==> src/rtl/wrap_counter_bcd.sv <==
// wrap_counter_bcd: parametrised modulo counter with tick enable, up/down counting,
// range-checked parallel load, a one-cycle wrap pulse for cascading and registered
// BCD digits for the display driver. All outputs are registered.
//
// Parameters:
//   WIDTH     - width of count_out / load_val_in (2**WIDTH > MAX_VAL)
//   MIN_VAL   - lowest count value
//   MAX_VAL   - highest count value (MIN_VAL < MAX_VAL <= 99)
//   RESET_VAL - value loaded on reset (MIN_VAL <= RESET_VAL <= MAX_VAL)
//
// Ports:
//   clk_in       - clock, all state changes on rising edge
//   reset_in     - synchronous active-high reset
//   en_in        - count tick, one step per cycle while high
//   up_in        - direction, 1 = increment, 0 = decrement
//   load_in      - parallel load request (beats en_in)
//   load_val_in  - value to load
//   count_out    - current count, binary
//   tens_out     - BCD tens digit of count_out
//   ones_out     - BCD ones digit of count_out
//   wrap_out     - one-cycle pulse in the cycle the wrapped value first appears
//   load_err_out - one-cycle pulse after an out-of-range load request
module wrap_counter_bcd #(
  parameter int unsigned WIDTH     = 7,
  parameter int unsigned MIN_VAL   = 0,
  parameter int unsigned MAX_VAL   = 59,
  parameter int unsigned RESET_VAL = MIN_VAL
) (
  input  logic             clk_in,
  input  logic             reset_in,
  input  logic             en_in,
  input  logic             up_in,
  input  logic             load_in,
  input  logic [WIDTH-1:0] load_val_in,
  output logic [WIDTH-1:0] count_out,
  output logic [3:0]       tens_out,
  output logic [3:0]       ones_out,
  output logic             wrap_out,
  output logic             load_err_out
);

  localparam logic [WIDTH-1:0] MinV   = WIDTH'(MIN_VAL);
  localparam logic [WIDTH-1:0] MaxV   = WIDTH'(MAX_VAL);
  localparam logic [WIDTH-1:0] ResetV = WIDTH'(RESET_VAL);

  logic [WIDTH-1:0] count_q, count_d;
  logic [3:0]       tens_q, tens_d;
  logic [3:0]       ones_q, ones_d;
  logic             wrap_q, wrap_d;
  logic             load_err_q, load_err_d;
  logic             below_min, above_max;
  logic [7:0]       count_ext;

  // Range bounds that coincide with the representable limits can never be violated;
  // tie those flags off instead of building always-constant comparators.
  if (MIN_VAL == 0) begin : g_no_min_chk
    assign below_min = 1'b0;
  end else begin : g_min_chk
    assign below_min = (load_val_in < MinV);
  end

  if (MAX_VAL == (2 ** WIDTH) - 1) begin : g_no_max_chk
    assign above_max = 1'b0;
  end else begin : g_max_chk
    assign above_max = (load_val_in > MaxV);
  end

  always_comb begin
    count_d    = count_q;
    wrap_d     = 1'b0;
    load_err_d = 1'b0;
    if (reset_in) begin
      count_d = ResetV;
    end else if (load_in) begin
      if (below_min || above_max) begin
        load_err_d = 1'b1;
      end else begin
        count_d = load_val_in;
      end
    end else if (en_in) begin
      if (up_in) begin
        if (count_q == MaxV) begin
          count_d = MinV;
          wrap_d  = 1'b1;
        end else begin
          count_d = count_q + WIDTH'(1);
        end
      end else begin
        if (count_q == MinV) begin
          count_d = MaxV;
          wrap_d  = 1'b1;
        end else begin
          count_d = count_q - WIDTH'(1);
        end
      end
    end
  end

  // Digits come from the next-state value so they land on the same edge as the count.
  always_comb begin
    count_ext = 8'(count_d);
    tens_d    = 4'(count_ext / 8'd10);
    ones_d    = 4'(count_ext % 8'd10);
  end

  always_ff @(posedge clk_in) begin
    count_q    <= count_d;
    tens_q     <= tens_d;
    ones_q     <= ones_d;
    wrap_q     <= wrap_d;
    load_err_q <= load_err_d;
  end

  assign count_out    = count_q;
  assign tens_out     = tens_q;
  assign ones_out     = ones_q;
  assign wrap_out     = wrap_q;
  assign load_err_out = load_err_q;

endmodule

==> config.mk <==
export PLATFORM = sky130hd
export DESIGN_NAME = wrap_counter_bcd
export DESIGN_NICKNAME = d
export VERILOG_FILES = /design/src/rtl/wrap_counter_bcd.sv
export SDC_FILE = /design/constraint.sdc
export NUM_CORES = 1
export LEC_CHECK = 0
export ABC_AREA = 0
export BUFFER_PORTS_ARGS = -buffer_cell sky130_fd_sc_hd__buf_2
export CAP_MARGIN = 20
export CORE_ASPECT_RATIO = 0.9
export CORE_MARGIN = 2
export CORE_UTILIZATION = 50
export DETAILED_ROUTE_END_ITERATION = 12
export PLACE_DENSITY = 0.79
export SYNTH_ARGS = -nofsm -noshare
export SYNTH_HDL_FRONTEND = slang
export SYNTH_SLANG_ARGS = --single-unit
==> constraint.sdc <==
create_clock -name clk_in -period 5.5 [get_ports clk_in]
set_input_delay 0.55 -clock clk_in [delete_from_list [all_inputs] [get_ports clk_in]]
set_output_delay 0.55 -clock clk_in [all_outputs]
set_load 0.01 [all_outputs]
## After elaboration in Yosys (flattened, before gate mapping)

Index checks and enable logic that the tools add are counted.

- Register bits: 17
- Bits of input ports: 12
- Output and inout bits: 17
- Logic and storage cells: 27

- Add/sub/neg operators: 2
- Divide/modulo/power cells: 2
- Magnitude comparators: 1
- Eq/ne operators: 1
- Multiplexer cells: 11
- Bitwise gates (word level): 2
- Reduce and logical (&&, ||, !) cells: 3

Operator list:

| cell | number |
|---|---|
| two-way mux 7 bit | 7 |
| divider 7 x 4 -> 8 bit, second input constant | 1 |
| modulo 7 x 4 -> 8 bit, second input constant | 1 |
| adder 7 x 1 -> 7 bit, second input constant | 1 |
| equality test 7 x 6 -> 1 bit, second input constant | 1 |
| > comparator 7 x 6 -> 1 bit, second input constant | 1 |
| logical NOT 7 bit | 1 |
| subtractor 7 x 1 -> 7 bit, second input constant | 1 |
| two-way mux 1 bit | 4 |
| OR reduction 3 bit | 1 |
| NOT 1 bit | 2 |
| OR reduction 2 bit | 1 |

## Depth between registers and ports, before layout

- Depth in word-level cells: 7
- Depth in mapped cells: 16
- Depth with buffers taken out: 16

## Worst setup path after synthesis

OpenSTA, ideal clock, no wires.

- Path kind: register -> register
- Start point: register count_q[4], in the netlist count_out[4]
- End point: register ones_q[3], in the netlist ones_out[3]
- Arrival time: 3.159 ns
- Data required time: 5.386 ns
- Setup slack: 2.227 ns
- Cell stages (with the launch flop): 15
- Clock period less this slack: 3.273 ns
- Cells stage by stage: dfxtp_1 > buf_6 > or4_4 > or3_1 > a32o_1 > o21ai_4 > inv_4 > xnor2_1 > a22o_1 > a21oi_1 > ha_1 > o211ai_1 > o211ai_1 > o211ai_1 > a21o_1

- Cells in the longest elaborated chain, start to end: 7
- Elaborated cells on any way between the ends: 12
- Classes of those cells: 2 x add/sub; 1 x div; 1 x eq/ne; 7 x mux; 1 x reduce/logical

Ends and longest elaborated chain:

| element | RTL line | text |
|---|---|---|
| from (decl) | 46 | `logic [WIDTH-1:0] count_q, count_d;` |
| from (signal assigned) | 107 | `count_q <= count_d;` |
| equality test 7 x 6 -> 1 bit / logical NOT 7 bit (equally long branches) | 82, 89 |  |
| two-way mux 7 bit, on equally long branches | 82, 89 |  |
| two-way mux 7 bit * | 81 | `if (up_in) begin` |
| two-way mux 7 bit * | 80 | `end else if (en_in) begin` |
| two-way mux 7 bit * | 74 | `end else if (load_in) begin` |
| two-way mux 7 bit * | 72 | `if (reset_in) begin` |
| named net count_d[2] | 46 |  |
| modulo 7 x 4 -> 8 bit * | 103 | `ones_d = 4'(count_ext % 8'd10);` |
| named net ones_d[3] | 48 | `logic [3:0] ones_q, ones_d;` |
| to (signal assigned) | 109 | `ones_q <= ones_d;` |
| to (decl) | 48 |  |

The timed path passes the listed nets; every way through them passes the cells marked *.
A chain may end at the register's enable or synchronous reset.

==> summary.txt <==
Detailed routing
  – First-pass DRT Iterations: 4
  – Drt first-iter violations: 103
  – Drt via density: 6.338
  – Via count: 1464
  – DR WL/cell: 15.62 um
  – Remaining DRCs: 0
  – Final wirelength: 3609 um
  – Detail Route Antenna Nets: 0

Synthesis
  – Simple-Gate Fraction of Synth Area: 0.2353
  – Synth area leaders: dfxtp_1 (23%), a21oi_1 (5.0%), nor2_1 (4.3%), ha_1 (3.6%), mux2_2 (3.2%)
  – Synth top area share: 0.2274
  – Yosys reg bits: 16
  – Mapped cell area: 1409 um2
  – Yosys top cell by area: dfxtp_1
  – Largest family of logic cells by synthesized area: compound AO/OA/AOI/OAI gates
  – Distinct cells, synth: 60
  – Post-synthesis sequential area ratio: 0.2274
  – Synth Area in Compound Gates: 0.3259
  – Synth Flop Type: dfxtp_1
  – Syn Nets: 197
  – Post-synth EDFFs: 0
  – Syn_area_per_cell: 7.784 um2
  – XOR/XNOR share of the synthesized area: 0.03730
  – Post-synthesis mux area share: 0.06394
  – Async SR Flop Fraction: 0
  – Yosys Warn Count: 0
  – Synth cell count leaders: dfxtp_1 (16), nor2_1 (16), a21oi_1 (14)
  – Post-Synth Adder-Cell Area: 0.03552
  – Syn Inst Count: 181

Global routing
  – First-pass GRT wire length: 5775 um
  – GRT Residual Overflow: 0
  – Largest net degree at the start of global routing: 18
  – GRT Overall Usage: 0.2320
  – Initial antenna violation count: 0
  – Vias in the first global route: 1232

Floorplanning
  – Die width: 59.96 um
  – Die Ht: 54.36 um
  – I/O pin total: 29
  – # rows: 18
  – Initial core utilization: 0.5213
  – Core box area: 2703 um2
  – Total die area: 3259 um2

Worst setup path
  – CP max FO: 11
  – Required @ worst endpoint: 5.70 ns
  – Register-to-register setup slack: 1.74 ns
  – Setup crit end kind: flop
  – CP Data Arrival Time: 3.95 ns
  – Crit path launch type: flop
  – R2R depth: 16
  – FF-to-FF End: ones_out[3]$_DFF_P_
  – Crit-path cells: inv_1 > ha_1 > nor2b_1 > o21a_1 > o21ai_0 > a31o_2 > clkinv_1 > nand2b_1 > xnor2_1 > a22o_1 > a21oi_1 > ha_1 > o211ai_1 > o211ai_1 > o211ai_1 > a21o_1
  – Most used cell, CP: o211ai_1
  – Critical Setup Path Class: flop to flop
  – Crit-path max cell delay: 0.51 ns
  – Crit path max-delay cell type: dfxtp_1
  – R2R Path Start: ones_out[0]$_DFF_P_

Finish
  – Nets: 218
  – Share of post-route cells with drive strength above 1: 0.2289
  – Syn-to-layout area delta: 11.10%
  – Register area: 320.3 um2
  – Area of the multi-input gates: 983.4 um2
  – Antenna diode count: 0
  – Fill count: 257

Clocking
  – CTS hold repair buffers: 0
  – Reg clk slew, reported paths: 0.09 ns
  – CTS tree: built
  – Worst-Skew Late Latency: 0.29 ns
  – CTS buffer count: 3
  – Post-CTS Resized: 0
  – CTS Buffer Depth: 2
  – Post-CTS Setup Bufs: 0
  – CTS H-tree lvls: 1
  – # clock sinks: 16
  – Root Buffer: clkbuf_4

Power and ir drop
  – Tot Pwr: 374.0 uW
  – Pwr/cell area: 238.9 nW/um2
  – Leak Pwr: 0.0006369 uW
  – Max IR drop VDD: 0.1302 mV

Timing
  – RSZ-0062 raised after global routing: no
  – Setup Viol. Count Final: 0
  – Fmax: 266.2 MHz
  – Max-slew violation count: 0
  – Final min period: 3.757 ns
  – Final Skew: 0.003835 ns
  – Worst-Margin Slew: 0.8531 ns
  – Final period utilization: 0.6831
  – Final Hold Violating Endpoints: 0
  – Relative slew slack: 0.4278
  – Setup TNS: 0 ns

Hold path
  – Min-Delay Endpoint: ones_out[0]$_DFF_P_
  – Hold Crit Class: primary input to flop
  – HP Start: reset_in
  – Hold depth: 2

Job
  – Max Cap Viol: 0

Place
  – Buffers added on ports: 28
  – DP Wirelength: 2635 um
  – Final Wtd Congestion: 0.9475

Status
  – Status: complete, no violations
[metal layers]
layer,global-route usage,vias to the layer above,part of all wire
li1,-,725,-
met1,0.3314,675,0.47
met2,0.3678,62,0.46
met3,0.04965,2,0.070
met4,0.02963,0,0.0022
met5,0,-,0
[registers in the layout, summed over array words and instances, names as in the netlist]
| signal | cells |
|---|---|
| count_out | 6 |
| ones_out | 4 |
| tens_out | 4 |
| wrap_out | 1 |
| load_err_out | 1 |
[power breakdown]
part / switching [uW] / internal (uW) / leakage [uW] / total (uW)
combinational: 84.8 / 63.4 / 0.000484 / 148
sequential: 15.8 / 131 / 0.000132 / 147
clock: 38.6 / 40.4 / 0.0000210 / 79.0
total: 139 / 235 / 0.000637 / 374
[stage by stage]
stage	hold slack, ns	area [um2]	util	cells	setup slack, ns
4_1_cts	0.5660	1565	0.5792	231	1.808
6_report	0.5682	1565	0.5792	231	1.743
2_1_floorplan	0.6832	1409	-	181	2.227
5_1_grt	0.5840	1565	0.5792	231	1.399
3_3_place_gp	0.7043	1529	0.5657	227	1.960
3_5_place_dp	0.7148	1529	0.5657	227	1.864
[how the worst max path moves through the flow]
stage	start	end	slack, ns	cells after the start
floorplan	count_out[4]$_DFF_P_	ones_out[3]$_DFF_P_	2.23	14
global placement	ones_out[0]$_DFF_P_	ones_out[3]$_DFF_P_	1.96	15
detailed placement	up_in	ones_out[3]$_DFF_P_	1.86	14
CTS	ones_out[0]$_DFF_P_	ones_out[3]$_DFF_P_	1.81	16
global route	count_out[2]$_DFF_P_	ones_out[3]$_DFF_P_	1.40	13
finish	ones_out[0]$_DFF_P_	ones_out[3]$_DFF_P_	1.74	16
[cell families after synthesis]
| family | count (synthesis) |
|---|---|
| mux | 8 |
| fa+ha+maj | 4 |
| buf+inv | 24 |
| flops | 16 |
| compound gates | 63 |
| xor+xnor | 6 |
| simple gates | 60 |
[layout make-up]
cell class,instances,area share
Clock buffer,4,0.02318
Tap cell,30,0.02398
Multi-Input combinational cell,141,0.6283
Timing Repair Buffer,28,0.08953
Sequential cell,16,0.2046
Inverter,12,0.03038
[worst max-delay path: cells and delay by family (launching register included)]
family / cells / cell delay, ns
DFF: 1 / 0.51
buffers and inverters: 2 / 0.44
xor gates and xnor gates: 1 / 0.10
AOI/OAI and AO/OA: 9 / 1.66
and+or+nand+nor: 2 / 0.41
adders and majority gates: 2 / 0.55
[layout by cell type, fill, tap and decap left out, types with 3 or more instances in the layout]
cell type   n
a21o_1      3
clkbuf_4    3
nor3b_1     3
inv_1      10
xnor2_1     3
o21ai_0     7
a31oi_1     6
dfxtp_1    16
xor2_1      3
o211ai_1    4
ha_1        4
nand2_1     7
nor3_1      6
a21oi_1    14
nand3_1     7
a211oi_1    4
nand2b_1    3
buf_2      28
nor2_1     16
mux2_2      4
nor2b_1     3
mux2i_1     3
(Power assumes the default switching activity.)
